**config.mk**
```make
export PLATFORM = sky130hd
export DESIGN_NAME = axi_write_master
export DESIGN_NICKNAME = d
export VERILOG_FILES = /design/src/rtl/axi_write_master.sv
export SDC_FILE = /design/constraint.sdc
export NUM_CORES = 1
export LEC_CHECK = 0
export CAP_MARGIN = 20
export CELL_PAD_IN_SITES_DETAIL_PLACEMENT = 1
export CELL_PAD_IN_SITES_GLOBAL_PLACEMENT = 2
export CORE_MARGIN = 3
export CORE_UTILIZATION = 29
export DETAILED_ROUTE_END_ITERATION = 7
export GPL_ROUTABILITY_DRIVEN = 0
export PLACE_DENSITY = 0.77
export SLEW_MARGIN = 20
export SYNTH_ARGS = -nofsm -noshare
export SYNTH_HDL_FRONTEND = slang
export SYNTH_SLANG_ARGS = --single-unit
```
**constraint.sdc**
```tcl
create_clock -name clk -period 6.2 [get_ports clk]
set_input_delay 0.62 -clock clk [delete_from_list [all_inputs] [get_ports clk]]
set_output_delay 0.62 -clock clk [all_outputs]
set_load 0.02 [all_outputs]
```
**src/rtl/axi_write_master.sv**
```systemverilog
// AXI4 write master: drains 32-bit words from a FWFT FIFO into INCR bursts of at most
// 256 B that never straddle a 4 KB boundary, with one burst outstanding at a time.
module axi_write_master #(
    parameter int C_M_AXI_ADDR_WIDTH = 32,
    parameter int C_M_AXI_DATA_WIDTH = 32
) (
    input  logic                              clk,
    input  logic                              reset_n,
    input  logic                              i_start,
    input  logic [C_M_AXI_ADDR_WIDTH-1:0]     i_dst_addr,
    input  logic [31:0]                       i_total_len,
    output logic                              o_write_done,
    output logic                              o_write_error,
    output logic                              o_busy,
    input  logic                              i_fifo_empty,
    input  logic [C_M_AXI_DATA_WIDTH-1:0]     i_w_data,
    output logic                              o_fifo_pop,
    output logic [C_M_AXI_ADDR_WIDTH-1:0]     m_axi_awaddr,
    output logic [7:0]                        m_axi_awlen,
    output logic [2:0]                        m_axi_awsize,
    output logic [1:0]                        m_axi_awburst,
    output logic                              m_axi_awvalid,
    input  logic                              m_axi_awready,
    output logic [C_M_AXI_DATA_WIDTH-1:0]     m_axi_wdata,
    output logic [C_M_AXI_DATA_WIDTH/8-1:0]   m_axi_wstrb,
    output logic                              m_axi_wlast,
    output logic                              m_axi_wvalid,
    input  logic                              m_axi_wready,
    input  logic [1:0]                        m_axi_bresp,
    input  logic                              m_axi_bvalid,
    output logic                              m_axi_bready,
    output logic [2:0]                        o_state
);

    localparam logic [2:0] S_IDLE = 3'd0;
    localparam logic [2:0] S_CALC = 3'd1;
    localparam logic [2:0] S_AW   = 3'd2;
    localparam logic [2:0] S_W    = 3'd3;
    localparam logic [2:0] S_B    = 3'd4;
    localparam logic [2:0] S_DONE = 3'd5;

    // Handshake rule on every channel: a transfer happens on a rising edge where
    // valid and ready are both high; a raised valid (with its payload) is held until then.

    logic [2:0]                    state_q, state_d;
    logic [C_M_AXI_ADDR_WIDTH-1:0] addr_q, addr_d;
    logic [31:0]                   rem_q, rem_d;
    logic [8:0]                    bb_q, bb_d;
    logic [C_M_AXI_ADDR_WIDTH-1:0] awaddr_q, awaddr_d;
    logic [7:0]                    awlen_q, awlen_d;
    logic [7:0]                    beat_q, beat_d;
    logic                          err_q, err_d;

    logic [12:0] bnd;
    logic [31:0] cap;
    logic [8:0]  bb_calc;
    logic [7:0]  awlen_calc;
    logic        w_fire;

    assign m_axi_awsize  = 3'b010;
    assign m_axi_awburst = 2'b01;
    assign m_axi_wstrb   = '1;
    assign m_axi_awaddr  = awaddr_q;
    assign m_axi_awlen   = awlen_q;
    assign m_axi_awvalid = (state_q == S_AW);
    assign m_axi_wvalid  = (state_q == S_W) && !i_fifo_empty;
    assign m_axi_wdata   = (state_q == S_W) ? i_w_data : '0;
    assign m_axi_wlast   = (state_q == S_W) && (beat_q == 8'd0);
    assign m_axi_bready  = (state_q == S_B);
    assign w_fire        = m_axi_wvalid && m_axi_wready;
    assign o_fifo_pop    = w_fire;
    assign o_write_done  = (state_q == S_DONE);
    assign o_write_error = err_q;
    assign o_busy        = (state_q != S_IDLE);
    assign o_state       = state_q;

    // Burst bytes: the smallest of what is left, 256 B, and the distance to the next 4 KB page.
    always_comb begin
        bnd = 13'h1000 - {1'b0, addr_q[11:0]};
        cap = (rem_q < 32'd256) ? rem_q : 32'd256;
        if ({19'd0, bnd} < cap) begin
            bb_calc = bnd[8:0];
        end else begin
            bb_calc = cap[8:0];
        end
        awlen_calc = {1'b0, bb_calc[8:2]} - 8'd1;
    end

    always_comb begin
        state_d  = state_q;
        addr_d   = addr_q;
        rem_d    = rem_q;
        bb_d     = bb_q;
        awaddr_d = awaddr_q;
        awlen_d  = awlen_q;
        beat_d   = beat_q;
        err_d    = err_q;
        case (state_q)
            S_IDLE: begin
                if (i_start) begin
                    addr_d  = i_dst_addr & ~C_M_AXI_ADDR_WIDTH'(3);
                    rem_d   = i_total_len & ~32'd3;
                    err_d   = 1'b0;
                    state_d = ((i_total_len & ~32'd3) == 32'd0) ? S_DONE : S_CALC;
                end
            end
            S_CALC: begin
                bb_d     = bb_calc;
                awaddr_d = addr_q;
                awlen_d  = awlen_calc;
                beat_d   = awlen_calc;
                state_d  = S_AW;
            end
            S_AW: begin
                if (m_axi_awready) state_d = S_W;
            end
            S_W: begin
                if (w_fire) begin
                    if (beat_q == 8'd0) begin
                        state_d = S_B;
                    end else begin
                        beat_d = beat_q - 8'd1;
                    end
                end
            end
            S_B: begin
                if (m_axi_bvalid) begin
                    if (m_axi_bresp != 2'b00) err_d = 1'b1;
                    addr_d  = addr_q + C_M_AXI_ADDR_WIDTH'(bb_q);
                    rem_d   = rem_q - {23'd0, bb_q};
                    state_d = (rem_q == {23'd0, bb_q}) ? S_DONE : S_CALC;
                end
            end
            S_DONE:  state_d = S_IDLE;
            default: state_d = S_IDLE;
        endcase
    end

    always_ff @(posedge clk or negedge reset_n) begin
        if (!reset_n) begin
            state_q  <= S_IDLE;
            addr_q   <= '0;
            rem_q    <= '0;
            bb_q     <= '0;
            awaddr_q <= '0;
            awlen_q  <= '0;
            beat_q   <= '0;
            err_q    <= 1'b0;
        end else begin
            state_q  <= state_d;
            addr_q   <= addr_d;
            rem_q    <= rem_d;
            bb_q     <= bb_d;
            awaddr_q <= awaddr_d;
            awlen_q  <= awlen_d;
            beat_q   <= beat_d;
            err_q    <= err_d;
        end
    end

endmodule
```
## Word level (Yosys, flattened, before mapping)

Cells that the tools add are included.

- Equal/unequal tests: 13
- Add/sub/neg operators: 5
- Bitwise logic cells: 0
- Reductions and logical operators: 15
- Multiplexer cells: 24
- Divide/modulo/power cells: 0
- Multiply operators: 0
- Magnitude comparators: 2
- Shifts and indexed selects: 0

Operator list:

| cell | number |
|---|---|
| 32-bit two-way mux | 6 |
| 32-bit case mux with 2 select lines | 2 |
| 32-bit by 9-bit adder with 32-bit output | 1 |
| 32-bit by 9-bit equality test with 1-bit output | 1 |
| 32-bit zero test | 1 |
| 13-bit by 32-bit less-than comparator with 1-bit output | 1 |
| 32-bit by 9-bit less-than comparator with 1-bit output (second input constant) | 1 |
| 32-bit by 9-bit subtractor with 32-bit output | 1 |
| 3-bit two-way mux | 7 |
| 8-bit two-way mux | 2 |
| 8-bit case mux with 2 select lines | 1 |
| 3-bit case mux with 5 select lines | 1 |
| 13-bit by 12-bit subtractor with 13-bit output (first input constant) | 1 |
| 9-bit two-way mux | 1 |
| 8-bit zero test | 1 |
| 2-bit != test (second input constant) | 4 |
| 7-bit by 1-bit subtractor with 8-bit output (second input constant) | 1 |
| 8-bit by 1-bit subtractor with 8-bit output (second input constant) | 1 |
| 3-bit by 2-bit equality test with 1-bit output (second input constant) | 2 |
| 3-bit equality test (second input constant) | 2 |
| 2-bit by 1-bit != test with 1-bit output (second input constant) | 3 |
| 3-bit AND reduction | 2 |
| 2-bit nonzero test | 3 |
| 5-bit AND reduction | 1 |
| other kinds (8) | 12 |

- Input bits: 105
- RAM bits: 0
- Output and inout port bits: 92
- Latch bits: 0
- Memories kept: 0
- Register bits after elaboration: 125
- Logic and storage cells: 67
- Memory bits (read-only): 0

## Logic depth before layout (Yosys ltp)

- Depth after elaboration: 6
- Gate-level depth with buffers: 22
- Depth with buffers taken out: 19

## Worst setup path after synthesis

OpenSTA, ideal clock, no wires.

- Path kind: register -> register
- From: reg rem_q[14]
- To: reg beat_q[2]
- Buffers on the path: 5
- Arrival time: 5.224 ns
- Period minus slack after synthesis: 5.311 ns
- Cell stages (with the launch flop): 23
- Library setup time: 0.087 ns
- Setup slack: 0.889 ns
- Path through: dfrtp_1 -> or4_1 -> buf_2 -> or4_1 -> buf_2 -> nor3_4 -> clkbuf_1 -> clkbuf_1 -> nand2_1 -> ha_1 -> o2111ai_1 -> nor3_1 -> a22oi_1 -> a41oi_4 -> or2_4 -> buf_1 -> mux2i_1 -> ha_1 -> nand2_1 -> or2_2 -> a211oi_1 -> nor2_1 -> o211ai_1

- Word-level cells in the longest chain between the ends: 6

Ends and longest elaborated chain:

| what | line | RTL |
|---|---|---|
| start: declaration | 47 | `logic [31:0] rem_q, rem_d;` |
| start signal: assignment | 152 | `rem_q <= rem_d;` |
| 32-bit by 9-bit less-than comparator with 1-bit output | 80 | `cap = (rem_q < 32'd256) ? rem_q : 32'd256;` |
| 32-bit two-way mux * | 80 |  |
| 13-bit by 32-bit less-than comparator with 1-bit output | 81 | `if ({19'd0, bnd} < cap) begin` |
| 9-bit two-way mux * | 81 |  |
| 7-bit by 1-bit subtractor with 8-bit output * | 86 | `awlen_calc = {1'b0, bb_calc[8:2]} - 8'd1;` |
| 8-bit case mux with 2 select lines * | 98 | `case (state_q)` |
| end signal: assignment | 156 | `beat_q <= beat_d;` |
| end: declaration | 51 | `logic [7:0] beat_q, beat_d;` |

Mark *: on every way between the ends. The rest lies on a longest branch, timed or not.
A chain may end at the register's enable or synchronous reset.

## Worst setup path in the final report

Same ends and word-level chain as after synthesis.

==> results.md <==
- Outcome: finished clean
- Fin. max-slew vios: 0
- CP Cell Sequence: or4_1, or4_1, nor3_4, buf_4, nand2_1, ha_1, o2111ai_1, nor3_1, a22oi_1, a41oi_4, or2_4, mux2i_1, buf_4, ha_1, nor2_1, and3_1, o22a_1, nor2_1, o211ai_1
- Worst path slowest cell: or4_1
- Synth warn: 0
- Post-CTS Hold Buffers: 0
- CP required: roughly 6.5 ns
- Clk buf depth: 2
- Crit Path Class: reg -> reg
- TritonCTS clock tree: yes
- DR DRC count: 0
- Slew @ Worst Pin: 0.9599 ns
- FMAX: around 180 MHz
- Delay-heaviest family, CP: simple AND/OR/NAND/NOR gates
- Via count: ~8400
- Share of cells above drive strength 1: under 10%
- Worst setup margin: 0.6559 ns
- Largest net degree at the start of global routing: 78
- Die Height: about 180 um
- Lkg Pwr: around 0.0046 uW
- Starting DRT DRC Count: around 430
- Total Neg Setup Slack: 0 ns
- Crit share post-route: between 80% and 90%
- Final HPWL DP: about 23000 um
- Via density: roughly 5.3
- Worst-path maximum fanout: 13
- Slowest stage delay, CP: 0.73 ns
- Startpoint Class: flip-flop
- Setup slack after placement: between 0.7 and 0.8 ns
- Crit path time final: between 5 and 6 ns
- Cell count after synthesis: approximately 1000
- Drt total wl: 31310 um
- Fin nets: 1340
- Final hold vios: 0
- Layout area overhead: 33.32%
- Peak VDD IR: between 200 and 250 uV
- Yosys reg bits: between 100 and 150
- Clock slew at reported path FFs: 0.07 ns
- Die area: 31110 um2
- PortBufs: 183
- CTS sink count: about 130
- First-pass GRT wire length: between 40000 and 50000 um
- Num CTS Buffers: 17
- Die width: about 180 um
- Wire length per cell: 19.68 um
- Cell variety after synth: 69
- Ys async rst share: 100.0%
- Yosys top cell by area: dfrtp_1
- Drt pass-1 iters: 5
- Syn avg cell area: between 8 and 9 um2
- Most used DFF post-synth: dfrtp_1
- R2R Setup Slk: 0.66 ns
- Crit path from: rem_q[14]
- Cell area after synthesis: 8418 um2
- IO Pins: between 150 and 200
- PD cells: ~570 nW/um2
- Clk Latency, worst-skew pair: about 0.43 ns
- Slew margin rel.: approximately 36%
- CORE AREA: 28160 um2
- Final Cell Area: roughly 11000 um2
- Placed inst area: roughly 11000 um2
- Top-area cell type share of the netlist area: between 30% and 40%
- RSZ-0062 raised after global routing: false
- Ranking of synthesized cells by area: dfrtp_1 37%, nand2_1 8.1%, ha_1 5.1%, a21oi_1 3.3%, nor2_1 3.2%
- Row cnt: 61
- Initial Util: 29.89%
- Total power: about 6400 uW
- Max_cap viols: 0
- Root Driver: clkbuf_16
- Initial antenna violation count: 1
- Seq/Total Area, Yosys: a little under two fifths
- GRT Total Usage: roughly 20%
- Crit path capture type: flip-flop
- Hold WC Path Type: in -> async
- Clock Skew: 0.01560 ns
- Count of final setup violators: 0
- Bufs and invs on worst path: 2
- Routed Antenna Nets: 0
- Worst R2R Start: rem_q[14]
- Total setup buffers inserted after CTS: 0
- # resized after CTS: 0
- Worst EP arrival: 5.84 ns
- Number of flops mapped to enable cells by yosys: 0
- Total gr overflow: 0
- Number of global-route vias before repair: between 8000 and 9000
- H-tree depth: 4
==> worst reg2reg max path, delay by kind of cell, from the launching register on <==
kind / cells / cell delay [ns]
AOI/OAI and AO/OA: 5 / 0.84
DFF: 1 / 0.43
adders and majority gates: 2 / 0.62
buffers and inverters: 2 / 0.41
muxes: 1 / 0.21
and+or+nand+nor: 9 / 2.90
==> stage by stage <==
stage	hold slack, ns	cells	utilization, %
global route	0.2836	1591	39.85
detailed placement	0.4639	1558	37.70
CTS	0.2669	1590	39.84
finish	0.2200	1591	39.85
floorplan	0.3244	1052	-
global placement	0.4600	1558	37.70
==> synthesized netlist by cell type (19+ instances only) <==
library cell,count
nand2_1,181
dfrtp_1,125
nor2_1,72
clkbuf_1,62
a21oi_1,55
o21ai_0,54
and2_1,39
nand3_1,39
ha_1,34
nor3_1,34
inv_1,31
or3_1,27
a311oi_1,26
a31oi_1,19
==> area by class of cell <==
type	instances	area [um2]
diodes	1	2.502
clock buffers	17	425.4
clock inverters	15	178.9
fillers	3333	16940
inverters	31	116.4
multi-input cells	820	4908
flip-flops and latches	125	3128
well taps	378	473.0
repair buffers	204	1991
==> report_power, final <==
group          internal (uW)  switching [uW]  leakage, uW  total (uW)
Sequential              1220             489      0.00149        1710
Clock                    609             452     0.000291        1060
Combinational           1470            2140      0.00282        3600
==> logic make-up after synthesis <==
| logic type | Yosys count | share of synthesized area [%] |
|---|---|---|
| buffers and inverters | 107 | 5.202 |
| adders and majority gates | 36 | 5.529 |
| DFF | 125 | 37.16 |
| other | 2 | 0.08921 |
| AOI/OAI and AO/OA | 257 | 20.57 |
| xor gates and xnor gates | 26 | 2.705 |
| muxes | 8 | 0.9810 |
| and+or+nand+nor | 480 | 27.76 |
==> path summary, 6_finish.rpt <==
path / depth (start not counted) / end
min in group clk: 2 / m_axi_awaddr[10]
max in group asynchronous: 2 / addr_q[21]
hold / removal: 1 / m_axi_awaddr[7]
hold reg to reg: 2 / m_axi_awaddr[10]
setup reg to reg: 19 / beat_q[2]
setup / recovery: 19 / beat_q[2]
==> state kept, by name, summed over array words and instances (netlist names) <==
register,count
beat_q,8
o_write_error,1
rem_q,32
bb_q,9
o_state,3
m_axi_awaddr,32
m_axi_awlen,8
addr_q,32
==> layer usage <==
layer	vias to the layer above	share of wire [%]	global-route usage, %
li1	4079	-	-
met1	4141	46	27.24
met2	180	49	33.72
met3	33	3.4	3.118
met4	0	1.9	5.172
met5	-	0	0
==> layout by cell type, fill, tap and decap left out, types with 9 or more instances in the layout <==
cell               n
a21oi_1           55
o22ai_1           12
nand2_1          180
nor2_1            72
and3_1            16
buf_4             21
a211oi_1          16
ha_1              34
a31oi_1           19
conb_1            13
o21ai_0           54
a311oi_1          26
a21o_1             9
nand4_1           15
or4_1              9
dfrtp_1          125
xnor2_1           18
and2_1            38
nand3_1           39
clkbuf_16         17
clkdlybuf4s50_1  182
nor3_1            34
or3_1             27
inv_1             30
nor4_1            14
(Power assumes the default switching activity.)
